**src/rtl/fetch_unit_if.sv**
```systemverilog
// Instruction-memory request bus between fetch_unit (master) and instruction memory (slave).
interface fetch_unit_if #(
  parameter int ADDR_W = 8,
  parameter int INST_W = 16
);
  logic              mem_req;
  logic [ADDR_W-1:0] mem_addr;
  logic              mem_ack;
  logic [INST_W-1:0] mem_rdata;

  modport master (output mem_req, mem_addr, input  mem_ack, mem_rdata);
  modport slave  (input  mem_req, mem_addr, output mem_ack, mem_rdata);
endinterface

```
**src/rtl/fetch_unit.sv**
```systemverilog
// Fetch stage feeding the BittyPro control unit: PC register, req/ack memory fetch, held instruction.
// Define FETCH_BRANCH_EN to honour branch_taken/branch_target on done; otherwise PC always steps by one.
module fetch_unit #(
  parameter int                 ADDR_W   = 8,
  parameter int                 INST_W   = 16,
  parameter logic [ADDR_W-1:0]  RESET_PC = '0
) (
  input  logic              clk,
  input  logic              reset,
  fetch_unit_if.master      memBus,
  output logic [INST_W-1:0] o_inst,
  output logic              o_inst_valid,
  input  logic              i_done,
  input  logic              i_branch_taken,
  input  logic [ADDR_W-1:0] i_branch_target,
  input  logic              i_halt,
  output logic [ADDR_W-1:0] o_pc,
  output logic              o_halted
);

  typedef enum logic [1:0] {
    START,
    FETCH,
    HOLD,
    HALTED
  } state_t;

  state_t            r_state;
  state_t            w_nextState;
  logic [ADDR_W-1:0] r_pc;
  logic [ADDR_W-1:0] w_nextPc;
  logic [ADDR_W-1:0] w_advancePc;
  logic [INST_W-1:0] r_inst;
  logic [INST_W-1:0] w_nextInst;

`ifdef FETCH_BRANCH_EN
  assign w_advancePc = i_branch_taken ? i_branch_target : r_pc + ADDR_W'(1);
`else
  // Branch ports stay on the boundary but feed nothing; this sink only keeps them visibly consumed.
  logic w_unusedBranch;
  assign w_unusedBranch = ^{i_branch_taken, i_branch_target};
  assign w_advancePc    = r_pc + ADDR_W'(1);
`endif

  always_ff @(posedge clk) begin
    if (reset) begin
      r_state <= START;
      r_pc    <= RESET_PC;
      r_inst  <= '0;
    end else begin
      r_state <= w_nextState;
      r_pc    <= w_nextPc;
      r_inst  <= w_nextInst;
    end
  end

  // done, halt and branch inputs only matter in HOLD; a stray ack outside FETCH is dropped.
  always_comb begin
    w_nextState = r_state;
    w_nextPc    = r_pc;
    w_nextInst  = r_inst;
    case (r_state)
      START: w_nextState = FETCH;
      FETCH: begin
        if (memBus.mem_ack) begin
          w_nextInst  = memBus.mem_rdata;
          w_nextState = HOLD;
        end
      end
      HOLD: begin
        if (i_done) begin
          w_nextPc    = w_advancePc;
          w_nextState = i_halt ? HALTED : FETCH;
        end
      end
      HALTED:  w_nextState = HALTED;
      default: w_nextState = START;
    endcase
  end

  assign memBus.mem_req  = (r_state == FETCH);
  assign memBus.mem_addr = r_pc;
  assign o_inst          = r_inst;
  assign o_inst_valid    = (r_state == HOLD);
  assign o_halted        = (r_state == HALTED);
  assign o_pc            = r_pc;

endmodule

```
**src/flat_wrapper.sv**
```systemverilog
// flat-port wrapper written by rule: the top's interface ports become plain ports
module fetch_unit_flat 
#(
  parameter int                 ADDR_W   = 8,
  parameter int                 INST_W   = 16,
  parameter logic [ADDR_W-1:0]  RESET_PC = '0
)
  (clk, reset, o_inst, o_inst_valid, i_done, i_branch_taken, i_branch_target, i_halt, o_pc, o_halted, memBus_mem_req, memBus_mem_addr, memBus_mem_ack, memBus_mem_rdata);
  fetch_unit_if #(.ADDR_W(ADDR_W), .INST_W(INST_W)) memBus_i ();
  input  logic clk;
  input  logic reset;
  output logic [INST_W-1:0] o_inst;
  output logic o_inst_valid;
  input  logic i_done;
  input  logic i_branch_taken;
  input  logic [ADDR_W-1:0] i_branch_target;
  input  logic i_halt;
  output logic [ADDR_W-1:0] o_pc;
  output logic o_halted;
  output wire logic [$bits(memBus_i.mem_req)-1:0] memBus_mem_req;
  output wire logic [$bits(memBus_i.mem_addr)-1:0] memBus_mem_addr;
  input wire logic [$bits(memBus_i.mem_ack)-1:0] memBus_mem_ack;
  input wire logic [$bits(memBus_i.mem_rdata)-1:0] memBus_mem_rdata;
  assign memBus_mem_req = memBus_i.mem_req;
  assign memBus_mem_addr = memBus_i.mem_addr;
  assign memBus_i.mem_ack = memBus_mem_ack;
  assign memBus_i.mem_rdata = memBus_mem_rdata;
  fetch_unit #(.ADDR_W(ADDR_W), .INST_W(INST_W), .RESET_PC(RESET_PC)) u_core (.clk(clk), .reset(reset), .memBus(memBus_i), .o_inst(o_inst), .o_inst_valid(o_inst_valid), .i_done(i_done), .i_branch_taken(i_branch_taken), .i_branch_target(i_branch_target), .i_halt(i_halt), .o_pc(o_pc), .o_halted(o_halted));
endmodule
```
**config.mk**
```make
export PLATFORM = sky130hd
export DESIGN_NAME = fetch_unit_flat
export DESIGN_NICKNAME = d
export VERILOG_FILES = /design/src/rtl/fetch_unit_if.sv /design/src/rtl/fetch_unit.sv /design/src/flat_wrapper.sv
export SDC_FILE = /design/constraint.sdc
export NUM_CORES = 1
export LEC_CHECK = 0
export CAP_MARGIN = 25
export CORE_ASPECT_RATIO = 1.4
export CORE_MARGIN = 3
export CORE_UTILIZATION = 33
export DETAILED_ROUTE_END_ITERATION = 10
export GPL_TIMING_DRIVEN = 0
export PLACE_DENSITY = 0.71
export SLEW_MARGIN = 10
export SYNTH_ARGS = -nofsm -noshare
export SYNTH_HDL_FRONTEND = slang
export SYNTH_SLANG_ARGS = --single-unit
```
**constraint.sdc**
```tcl
create_clock -name clk -period 1.4 [get_ports clk]
set_clock_uncertainty 0.2 [all_clocks]
set_input_delay 0.35 -clock clk [delete_from_list [all_inputs] [get_ports clk]]
set_output_delay 0.35 -clock clk [all_outputs]
set_load 0.05 [all_outputs]
```
# --- Word level (Yosys, flattened, before mapping) ---
# Index checks and enable logic that the tools add are counted.
classes:
  add_sub_neg: 1
  n_mul: 0
  div: 0
  order_cmp: 0
  eq_ne: 5
  shift: 0
  muxes: 4
  bitwise_logic: 0
  reduce_logical: 4
ops:
  columns: ["cell", "n"]
  rows:
  - ["$add A8 B1 Y8 const B", 1]
  - ["$pmux W2 S4", 1]
  - ["$mux W2", 3]
  - ["$reduce_and A2 Y1", 3]
  - ["$eq A2 B2 Y1 const B", 2]
  - ["$ne A2 B1 Y1 const B", 2]
  - ["$eq A2 B1 Y1 const B", 1]
  - ["$logic_not A2 Y1", 1]
word_totals:
  reg_bits: 26
  latchBits: 0
  ramBits: 0
  mem_bits_ro: 0
  input_bits: 30
  out_inout_bits: 35
  elab_cells: 17
  memories: 0

# --- Logic depth before layout (Yosys ltp) ---
# Gate-level depths: netlist of run 1.
depth:
  depth_word: 3
  depth_mapped: 6
  depth_no_buf: 4

# --- Worst setup path before layout of run 1 ---
# No wires, ideal clock.
synth_timing:
  kind: "reg2reg"
  from: "register u_core.r_pc[0], in the netlist u_core.memBus.mem_addr[0]"
  to: "register u_core.r_pc[4], in the netlist u_core.memBus.mem_addr[4]"
  setup_time_ns: 0.070
  arrival_time_ns: 1.558
  required_time_ns: 1.130
  slack_ns: -0.429
  path_stages_with_launch: 5
  n_path_buf: 0
  period_less_slack_ns: 1.829
  path_cell_list: "dfxtp_1 > ha_1 > nand4b_2 > or3_1 > a21oi_1"
synth_between:
  elab_chain_cells: 1
synth_rtl:
  columns: ["element", "line", "rtl"]
  rows:
  - ["from (decl)", "fetch_unit.sv:30", "logic [ADDR_W-1:0] r_pc;"]
  - ["from (signal assigned)", "fetch_unit.sv:52", "r_pc <= w_nextPc;"]
  - ["$add A8 B1 Y8", "fetch_unit.sv:42", "assign w_advancePc = r_pc + ADDR_W'(1);"]
# No other way between the ends.
# A chain may end at the register's enable or synchronous reset.

# --- Worst setup path in the final report of run 1 ---
layout_timing:
  from: "register u_core.r_state[1]"
  to: "output port o_inst_valid"
layout_between:
  elab_chain_cells: 1
layout_rtl:
  columns: ["element", "line", "rtl"]
  rows:
  - ["from (decl)", "fetch_unit.sv:28", "state_t r_state;"]
  - ["from (signal assigned)", "fetch_unit.sv:51", "r_state <= w_nextState;"]
  - ["$eq A2 B2 Y1", "fetch_unit.sv:84", "assign o_inst_valid = (r_state == HOLD);"]
  - ["to (decl)", "flat_wrapper.sv:13", "output logic o_inst_valid;"]
# No other way between the ends.

==> results of run 1 <==
## registers in the layout, summed over array words and instances (netlist names)
| register | cells |
|---|---|
| u_core.o_inst | 16 |
| u_core.r_state | 2 |
| u_core.memBus.mem_addr | 8 |
## per-layer routing
metal,track usage [%],share of wire (%),wire length (um)
met4,5.82,1.9,69
met1,20.3,35,1260
met5,0,0,0
met2,29.6,57,2050
met3,2.81,6.4,230
## kinds of logic after synthesis
kind of cell | share of synthesized area [%]
simple gates | 25.3
flops | 47.2
compound gates | 12.0
buf+inv | 9.76
mux | 2.95
xor+xnor | 1.59
fa+ha+maj | 1.13
## placed cells by master (no fill, tap or decap), types with 2 or more instances in the layout
cell type         n
buf_6            22
or3_1             3
a21oi_1           7
a21oi_2          13
nand2_2          11
dfxtp_1          16
nor2_1            5
nand3b_1          2
clkdlybuf4s50_1  17
buf_4            23
nor2b_4           2
clkbuf_1          2
nand2_1          21
dfxtp_4           9
o21ai_0           3
xor2_1            2
nor2b_1           2
nand4_1           2
clkbuf_8          3
buf_8            14
clkbuf_2          2
nand2_4           4
## area by class of cell
type	instances	area [um2]
Fill cell	245	981
Timing Repair Buffer	69	723
Multi-Input combinational cell	90	661
Sequential cell	26	556
Buffer	14	135
Tap cell	39	48.8
Clock buffer	4	45.0
Inverter	1	3.75
## report_power, final
group          internal, uW  leakage, uW  total (uW)  switching (uW)
Clock                   203    0.0000228         425             221
Sequential              755     0.000219         784            29.5
Combinational           179     0.000674         406             227
## per-stage QoR
step | std cells | power (uW) | setup WS (ps)
final | 243 | 1610 | -150
after global routing | 243 | 1680 | -229
after CTS | 241 | 1590 | -170
after detailed placement | 225 | 1130 | -663
after global placement | 225 | 1120 | -630
after floorplan | 132 | 989 | -91.3
## cell usage after synthesis, types with 2 or more instances
| cell | count | share of area, % |
|---|---|---|
| o21ai_0 | 4 | 1.8 |
| or3_1 | 3 | 1.7 |
| clkbuf_1 | 3 | 1.0 |
| mux2_2 | 2 | 2.0 |
| buf_2 | 2 | 0.91 |
| xor2_1 | 2 | 1.6 |
| nand4_1 | 2 | 1.1 |
| nor2_1 | 5 | 1.7 |
| buf_4 | 8 | 5.4 |
| nand3b_1 | 2 | 1.4 |
| a21oi_1 | 20 | 9.1 |
| dfxtp_1 | 26 | 47 |
| nor2b_1 | 4 | 2.3 |
| buf_6 | 2 | 2.0 |
| nand2_1 | 36 | 12 |
| nor4_1 | 2 | 1.1 |
## how the worst max path moves through the flow
stage | start | endpoint | slack (ps) | cells past startpoint
5_1_grt | u_core.memBus.mem_addr[5] | u_core.memBus.mem_addr[7] | -230 | 4
3_5_place_dp | u_core.r_state[1] | o_inst_valid | -660 | 2
6_report | u_core.r_state[1] | o_inst_valid | -150 | 2
4_1_cts | u_core.r_state[0] | memBus_mem_req | -170 | 3
2_1_floorplan | u_core.memBus.mem_addr[1] | u_core.memBus.mem_addr[6] | -90 | 4
3_3_place_gp | u_core.r_state[1] | o_inst_valid | -630 | 2
## worst reg2reg max path: cells and delay by family, from the launching register on
kind                   cells  cell delay, ps
buffers and inverters      1             110
DFF                        1             370
muxes                      1             360
and+or+nand+nor            2             380
## what timing repair did
action | in CTS | in global routing
endpoints found under the setup margin | 53 | 45
hold buffers | 0 | 0
buffers inserted | 11 | 3
gates cloned | 1 | 0
gates resized for setup | 275 | 40
pin swaps | 9 | 9
==> impl_metrics.ini, run 1 <==
[run_status]
status = finished, violations left
violations = setup timing

[final_layout]
fin_nets = 236
final_util_pct = 68.9
syn_to_final_growth_pct = 97.0
n_antenna_cell = 0
fin_area_um2 = 2170
drive_gt1_share_pct = 57.4

[worst_hold_path]
hold_path_end = u_core.o_inst[11]
min-delay-start = u_core.o_inst[11]
hold_depth = 2
hold_class = flop to flop

[timing]
slew_headroom_pct = 67.5
finalHoldViolCount = 0
timing.final.ws_setup_ps = -150
whs_ps = 264
final_min_period_over_clock_period_pct = 111
worstMarginPinSlew_ps = 487
fmax_mhz = 645
drv_slew = 0
fin_setup_tns_ps = -1220
setup_viol = 16
min_period_ps = 1550
rsz0062_at_grt = yes

[worst_setup_path]
required_ps = 850
slowest_stage = dfxtp_4
crit_family = flip-flops
r2r_end = u_core.memBus.mem_addr[7]
critPathLaunchType = flop
r2r_cells = 4
criticalPathCategory = flop to primary output
cp_max_fo = 8
arrival_ps = 1000
worst-path-buf-inv = 1
cp-end-kind = primary output
critical_path.cell_chain = nor2b_4, buf_8
r2r_slack_ps = -130
cpPeakStageDelay_ps = 410
r2r_start = u_core.memBus.mem_addr[5]

[clock_network]
clockRootBuffer = clkbuf_8
clock_latency_ps = 260
cts_max_path_buffers = 2
cts_tree = yes
cts_sinks = 26
htree_levels = 1
clkTransAtPathRegs_ps = 90
cts_made_buffers = 3

[grt]
first_global_vias = 1119
grt_pass1_wl_um = 5200
gr-total-overflow = 0
grt_max_degree = 15
grt_usage_pct = 17.0
antenna_found_initial = 0

[drt]
wl_per_cell_um = 14.9
vias_per_cell = 5.02
initialDrtViolationCount = 17
drt-total-wl_um = 3620
dr.pass1.iters = 4
vias = 1221
antenna_left = 0
drc = 0

[yosys]
syn_area_um2 = 1100
synth-seq-cells = 26
syn_nets = 163
yosys_warnings = 0
yosysSeqAreaShare_pct = 47.2
synth_edf_count = 0
postSynthCellCount = 132
synth_async_sr_flop_share_pct = 0
synth_flop_cell = dfxtp_1
synth.distinct_cells = 25
syn_avg_cell_area_um2 = 8.35

[floorplanning]
dieWidth_um = 54.8
core-area_um2 = 3150
ios = 65
die_h_um = 74.4
start_util_pct = 35.0
fp-row-count = 24
design.die.area_um2 = 4080

[placement]
place_area_um2 = 1740
hpwl_um = 2210
io_buffer_count = 54
gp_congestion = 0.734

[power_and_ir_drop]
ir_drop_mv = 0.672
p_leak_uw = 0.000915
p_per_area_nw_per_um2 = 743

[job]
cap_violations = 0
Note: power is estimated with default switching activity, not from simulation.
==> run 2: changes to the inputs <==
--- a/config.mk
+++ b/config.mk
@@ -8,10 +8,10 @@
 export CAP_MARGIN = 25
 export CORE_ASPECT_RATIO = 1.4
 export CORE_MARGIN = 3
-export CORE_UTILIZATION = 33
+export CORE_UTILIZATION = 26
 export DETAILED_ROUTE_END_ITERATION = 10
 export GPL_TIMING_DRIVEN = 0
-export PLACE_DENSITY = 0.71
+export PLACE_DENSITY = 0.57
 export SLEW_MARGIN = 10
 export SYNTH_ARGS = -nofsm -noshare
 export SYNTH_HDL_FRONTEND = slang
==> run 2 against run 1 <==
Against the previous run:
- the flow still finishes with violations (setup timing)
- flip-flop and latch count stayed put
- maximum frequency is 0.78% higher
- wire length is 1.4% lower
- critical path type unchanged
- sequential power is 0.6% lower
- setup slack better by 12 ps
- sequential share of layout area is 0.22 points higher
- die area is 24% higher
- clock power is 4% lower
==> impl_metrics.ini, run 2 (synthesis results as in run 1) <==
[final_layout]
fin_area_um2 = 2160
drive_gt1_share_pct = 53.5
fin_nets = 235
layout_common_cells = nand2_1 (28), buf_6 (22), buf_4 (21), clkdlybuf4s50_1 (17), dfxtp_1 (16)
largest_reg_flops = 16
syn_to_final_growth_pct = 96.3
n_antenna_cell = 0
final_util_pct = 53.8
layout_commonest_cell = nand2_1

[drt]
vias_per_cell = 4.79
antenna_left = 0
initialDrtViolationCount = 10
drt-total-wl_um = 3570
drc = 0
dr.pass1.iters = 4
vias = 1173
wl_per_cell_um = 14.6

[timing]
slew_headroom_pct = 66.0
worstMarginPinSlew_ps = 510
setup_viol = 24
fin_setup_tns_ps = -1110
final_min_period_over_clock_period_pct = 110
fmax_mhz = 650
finalHoldViolCount = 0
whs_ps = 262
min_period_ps = 1540
drv_slew = 0
timing.final.ws_setup_ps = -138
rsz0062_at_grt = yes

[worst_setup_path]
r2r_end = u_core.memBus.mem_addr[7]
criticalPathCategory = flop to primary output
cp.depth = 2
required_ps = 850
cp-end-kind = primary output
cp_max_fo = 6
critPathLaunchType = flop
r2r_start = u_core.r_state[1]
worst-path-buf-inv = 1
arrival_ps = 990
slowest_stage = dfxtp_4
crit_family = flip-flops
r2r_slack_ps = -110
cpPeakStageDelay_ps = 390
critical_path.cell_chain = nor2b_4, buf_8
r2r_cells = 4

[grt]
first_global_vias = 1162
grt_max_degree = 14
grt_pass1_wl_um = 5110
gr-total-overflow = 0
antenna_found_initial = 0
grt_usage_pct = 13.1

[clock_network]
cts_max_path_buffers = 2
htree_levels = 1
clock_latency_ps = 260
cts_tree = yes
cts_sinks = 26
cts_made_buffers = 3
clockRootBuffer = clkbuf_8
clkTransAtPathRegs_ps = 80

[placement]
hpwl_um = 2350
place_area_um2 = 1750
io_buffer_count = 54
gp_congestion = 0.799

[worst_hold_path]
hold_depth = 2
hold_path_end = u_core.o_inst[4]
min-delay-start = u_core.o_inst[4]
hold_class = flop to flop

[floorplanning]
core-area_um2 = 4020
die_h_um = 83.0
start_util_pct = 27.4
fp-row-count = 27
design.die.area_um2 = 5070
dieWidth_um = 61.0
ios = 65

[power_and_ir_drop]
p_per_area_nw_per_um2 = 736
ir_drop_mv = 0.373
p_leak_uw = 0.000912

[run_status]
violations = setup timing
status = finished, violations left

[job]
cap_violations = 0
==> run 2: changes by cell type in the layout (fill, tap and decap cells not counted), sizes merged <==
cell,before,now
buf,61,59
clkdlybuf4s15,1,0
dlygate4sd2,1,2
==> run 2: worst max path at each step <==
stage	endpoint	slack [ps]	from
floorplan	u_core.memBus.mem_addr[6]	-90	u_core.memBus.mem_addr[1]
global placement	o_inst_valid	-650	u_core.r_state[1]
detailed placement	o_inst_valid	-660	u_core.r_state[1]
CTS	o_inst_valid	-160	u_core.r_state[0]
global route	o_inst_valid	-190	u_core.r_state[1]
finish	o_inst_valid	-140	u_core.r_state[1]
==> run 2: where the power goes <==
group	switching (uW)	total [uW]	leakage [uW]	internal [uW]
clock network	215	407	0.0000216	192
registers	26.2	779	0.000219	752
logic	221	407	0.000671	186
==> run 2: cell type report <==
type | count | area, um2
Fill cell | 380 | 1860
Inverter | 1 | 3.75
Clock buffer | 3 | 41.3
Multi-Input combinational cell | 90 | 639
Buffer | 14 | 135
Sequential cell | 26 | 558
Timing Repair Buffer | 68 | 732
Tap cell | 43 | 53.8
==> run 2: routing by layer <==
metal,GRT usage (%),part of all wire [%],vias up
li1,-,-,571
met1,13.8,37,561
met2,22.4,56,34
met3,2.95,4.6,7
met4,7.30,2.5,0
met5,0,0,-
==> run 2: per-stage QoR <==
step,cells,total power (uW),worst slack (ps)
floorplan,132,989,-91.3
global placement,229,1120,-648
detailed placement,229,1130,-659
CTS,242,1570,-158
global route,245,1670,-186
finish,245,1590,-138
==> run 2: worst reg2reg max path, delay by kind of cell, from the launching register on <==
family                 cells  cell delay, ps
DFF                        1             390
buffers and inverters      1             130
and+or+nand+nor            2             370
muxes                      1             320
==> run 2: timing repair <==
item | in CTS | in global routing
gates resized for setup | 255 | 50
buffers inserted | 10 | 3
pin swaps | 5 | 10
setup endpoints to repair | 57 | 45
hold buffers | 0 | 0
cloned | 0 | 1
